## config.mk

```make
export PLATFORM = sky130hd
export DESIGN_NAME = inta_sequencer
export DESIGN_NICKNAME = d
export VERILOG_FILES = /design/src/rtl/inta_sequencer.sv
export SDC_FILE = /design/constraint.sdc
export NUM_CORES = 1
export LEC_CHECK = 0
export CAP_MARGIN = 5
export CORE_MARGIN = 2
export CORE_UTILIZATION = 63
export CTS_BUF_LIST = sky130_fd_sc_hd__clkbuf_16
export CTS_CLUSTER_SIZE = 30
export DETAILED_ROUTE_END_ITERATION = 8
export DONT_BUFFER_PORTS = 1
export PLACE_DENSITY_LB_ADDON = 0.1
export SLEW_MARGIN = 20
export SYNTH_ARGS = -nofsm -noshare
export SYNTH_HDL_FRONTEND = slang
export SYNTH_SLANG_ARGS = --single-unit
```

## constraint.sdc

```tcl
create_clock -name clk -period 5.2 [get_ports clk]
set_input_delay 1.56 -clock clk [delete_from_list [all_inputs] [get_ports clk]]
set_output_delay 1.56 -clock clk [all_outputs]
set_load 0.01 [all_outputs]
```

## src/rtl/inta_sequencer.sv

```systemverilog
// CPU-side interrupt-acknowledge sequencer: synchronises the PIC request, issues the
// two INTA_bar pulses and captures the vector byte presented during the second pulse.
module inta_sequencer #(
   parameter int unsigned PULSE_CYCLES = 4,
   parameter int unsigned GAP_CYCLES   = 2
) (
   input  logic       clk,
   input  logic       reset_bar,
   input  logic       int_req,
   input  logic       int_enable,
   input  logic [7:0] data_bus_in,
   input  logic       vector_ready,
   output logic       INTA_bar,
   output logic [7:0] vector_out,
   output logic       vector_valid,
   output logic       busy
);

   typedef enum logic [1:0] {
      IDLE,
      PULSE1,
      GAP,
      PULSE2
   } state_t;

   localparam logic [7:0] PULSE_LOAD = 8'(PULSE_CYCLES - 1);
   localparam logic [7:0] GAP_LOAD   = 8'(GAP_CYCLES - 1);

   state_t     state;
   logic [7:0] cnt;
   logic       int_meta;
   logic       int_sync;
   logic       start;

   always_ff @(posedge clk or negedge reset_bar) begin
      if (!reset_bar) begin
         int_meta <= 1'b0;
         int_sync <= 1'b0;
      end else begin
         int_meta <= int_req;
         int_sync <= int_meta;
      end
   end

   // A pending vector blocks a new sequence unless it is being accepted at this same edge.
   assign start = int_sync && int_enable && (!vector_valid || vector_ready);

   always_ff @(posedge clk or negedge reset_bar) begin
      if (!reset_bar) begin
         state        <= IDLE;
         cnt          <= '0;
         INTA_bar     <= 1'b1;
         vector_out   <= '0;
         vector_valid <= 1'b0;
         busy         <= 1'b0;
      end else begin
         if (vector_valid && vector_ready)
            vector_valid <= 1'b0;

         case (state)
            IDLE: begin
               if (start) begin
                  state    <= PULSE1;
                  cnt      <= PULSE_LOAD;
                  INTA_bar <= 1'b0;
                  busy     <= 1'b1;
               end
            end
            PULSE1: begin
               if (cnt == 8'd0) begin
                  state    <= GAP;
                  cnt      <= GAP_LOAD;
                  INTA_bar <= 1'b1;
               end else begin
                  cnt <= cnt - 8'd1;
               end
            end
            GAP: begin
               if (cnt == 8'd0) begin
                  state    <= PULSE2;
                  cnt      <= PULSE_LOAD;
                  INTA_bar <= 1'b0;
               end else begin
                  cnt <= cnt - 8'd1;
               end
            end
            PULSE2: begin
               if (cnt == 8'd0) begin
                  state        <= IDLE;
                  INTA_bar     <= 1'b1;
                  busy         <= 1'b0;
                  vector_out   <= data_bus_in;
                  vector_valid <= 1'b1;
               end else begin
                  cnt <= cnt - 8'd1;
               end
            end
            default: begin
               state    <= IDLE;
               cnt      <= '0;
               INTA_bar <= 1'b1;
               busy     <= 1'b0;
            end
         endcase
      end
   end

endmodule
```

==> results.yml <==
sta:
  fin_crit_sh: 0.515
  max_clock_freq_ghz: 0.373
  hold_viol_final: 0
  setup_viol: 0
  layout_min_cycle_time_ns: 2.68
  timing.setup.tns_ns: 0
  relSlewSlack: 0.526
  drv_slew: 0
  rsz0062_at_grt: "false"
  clock_skew_ns: 0.00273
  worst_pin_slew_ns: 0.708
drt:
  antenna_left: 0
  routed_via_density: 6.12
  via_count: 918
  drtIter0Drc: 18
  firstDrtPassIters: 5
  postRouteWirelength_um: 2440
  avgRoutedWirePerCell_um: 16.3
  drc: 0
grt:
  grt_max_degree: 24
  antenna_found_initial: 0
  grt.overflow.total: 0
  gr-usage-all-layers: 0.248
  grt_pass1_wl_um: 3800
  grt_pass1_vias: 867
yosys:
  synth_top_area_frac: 0.454
  synth_nets: 145
  yosysUniqueCellTypes: 31
  synth_ff_type: "dfrtp_1"
  synth_warnings: 0
  synth_top_area_cell: "dfrtp_1"
  synth_area_leaders: "dfrtp_1, nand2_1, ha_1, a21oi_1, o31ai_1"
  async_flop_share: 1.00
  yosys_register_bits: 23
  syn_area_mm2: 0.00121
  syn_area_per_cell_um2: 9.70
  seq_area_frac_synth: 0.476
  synth_edf_count: 0
  syn_inst: 125
min_path:
  hp-class: "reg -> reg"
  min_from: "int_meta"
  min_to: "int_sync"
  hold_path_depth: 0
clock_tree:
  numCtsBuffers: 3
  htreeDepth: 1
  cts-resized-gates: 0
  cts_tree: "yes"
  cts-root-buf: "clkbuf_16"
  clock_sinks: 23
  clockBufferDepth: 2
  postCtsSetupBuffers: 0
  clk_pin_slew_ns: 0.05
  holdBufCountCts: 0
  worstSkewPairLatency_ns: 0.25
floorplanning:
  core_area_mm2: 0.00176
  die-area_mm2: 0.00229
  fp.dieH_um: 47.9
  rows: 15
  dieWidth_um: 47.9
  start_util: 0.687
  num_io_pins: 24
status:
  outcome: "complete, no violations"
final_layout:
  layout_commonest_cell: "nand2_1"
  multi_input_area_um2: 578
  layout-drive-gt1-share: 0.128
  area_growth_pct: 7.22
  antenna_cells: 0
  regArea_um2: 577
  layout_common_cells: "nand2_1, dfrtp_1, inv_1, a21oi_1, ha_1"
  num-fill-cells: 132
  final_core_util: 0.737
  nets: 146
worst_setup_path:
  r2r_start: "state[0]"
  cp_max_fo: 15
  worstPathArrival_ns: 2.81
  r2r_slack_ns: 3.27
  crit_type: "in -> reg"
  cp-start-kind: "primary input"
  r2r_cells: 5
  r2r_end: "cnt[5]"
  cp.required_ns: 5.34
  end_kind: "flip-flop"
flow_run:
  drv_cap: 0
power_and_ir_drop:
  internal-power_w: 0.000519
  pwr-share-comb: 0.429
  seq_power_share: 0.387
  p_per_area_mw_per_mm2: 680
  peakVddDrop_uv: 441
  swShare: 0.413
  leakage_nw: 0.607
  p_switching_w: 0.000365
  clockPowerShare: 0.183
placed_design:
  portBuffers: 0
  gp_congestion: 0.810
  hpwl_um: 1750
[cells by family after synthesis]
group	synth area share
compound gates	0.127
fa+ha+maj	0.0722
buf+inv	0.0526
flops	0.476
mux	0.0341
simple gates	0.238
[cells in the mapped netlist, types with 2 or more instances]
cell type,number
or4_1,6
or3_1,2
nand2_1,28
a31o_2,2
a21oi_1,9
inv_1,9
nand4_1,2
nand3_1,2
a31oi_1,2
mux2i_1,3
dfrtp_1,22
buf_4,2
ha_1,7
nor2_1,6
o21ai_0,2
o31ai_1,6
[critical path, stage by stage]
cell	delay (ns)
nand2b_2	0.19
a31oi_2	0.62
a21oi_2	0.13
mux2_2	0.31
[worst max-delay path by stage]
stage	startpoint	endpoint	slack, ns	depth (start not counted)
finish	vector_ready	state[1]	2.52	4
global route	vector_ready	state[1]	2.44	4
CTS	vector_ready	state[1]	2.24	4
detailed placement	vector_ready	state[1]	1.97	4
global placement	vector_ready	state[1]	2.07	4
floorplan	vector_ready	state[1]	2.52	5
[per-layer routing]
metal | global-route usage | share of wire | vias up
met2 | 0.453 | 0.56 | 33
met5 | 0 | 0 | -
met1 | 0.270 | 0.38 | 446
met4 | 0.0811 | 0.0074 | 0
met3 | 0.0755 | 0.055 | 3
li1 | - | - | 436
[through the flow]
stage                     hold WS, ns  instance area [um2]  setup WS (ns)  cells  total power (W)
final                           0.350                 1300           2.52    150         0.000884
after global routing            0.352                 1300           2.44    150         0.000954
after CTS                       0.350                 1290           2.24    150         0.000885
after detailed placement        0.337                 1210           1.97    146         0.000719
after global placement          0.333                 1210           2.07    146         0.000690
after floorplan                 0.331                 1210           2.52    125         0.000641
[registers in the layout (all words and copies together), names as in the netlist]
register and flops:
INTA_bar 1, busy 1, cnt 8, state 2, int_meta 1, vector_out 8
int_sync 1, vector_valid 1
[power groups by stage]
stage	registers, W	logic, W	clock network [W]
2_1_floorplan	0.000326	0.000316	0
3_5_place_dp	0.000345	0.000374	0
3_3_place_gp	0.000339	0.000352	0
6_report	0.000342	0.000380	0.000162
4_1_cts	0.000343	0.000378	0.000164
5_1_grt	0.000351	0.000430	0.000173
[area by class of cell]
| class | count | area share |
|---|---|---|
| clock inverter | 1 | 0.00385 |
| inverter | 9 | 0.0260 |
| clock buffer | 3 | 0.0577 |
| sequential | 23 | 0.444 |
| tap | 25 | 0.0241 |
| multi-input combinational | 89 | 0.445 |
Note: power is estimated with default switching activity, not from simulation.
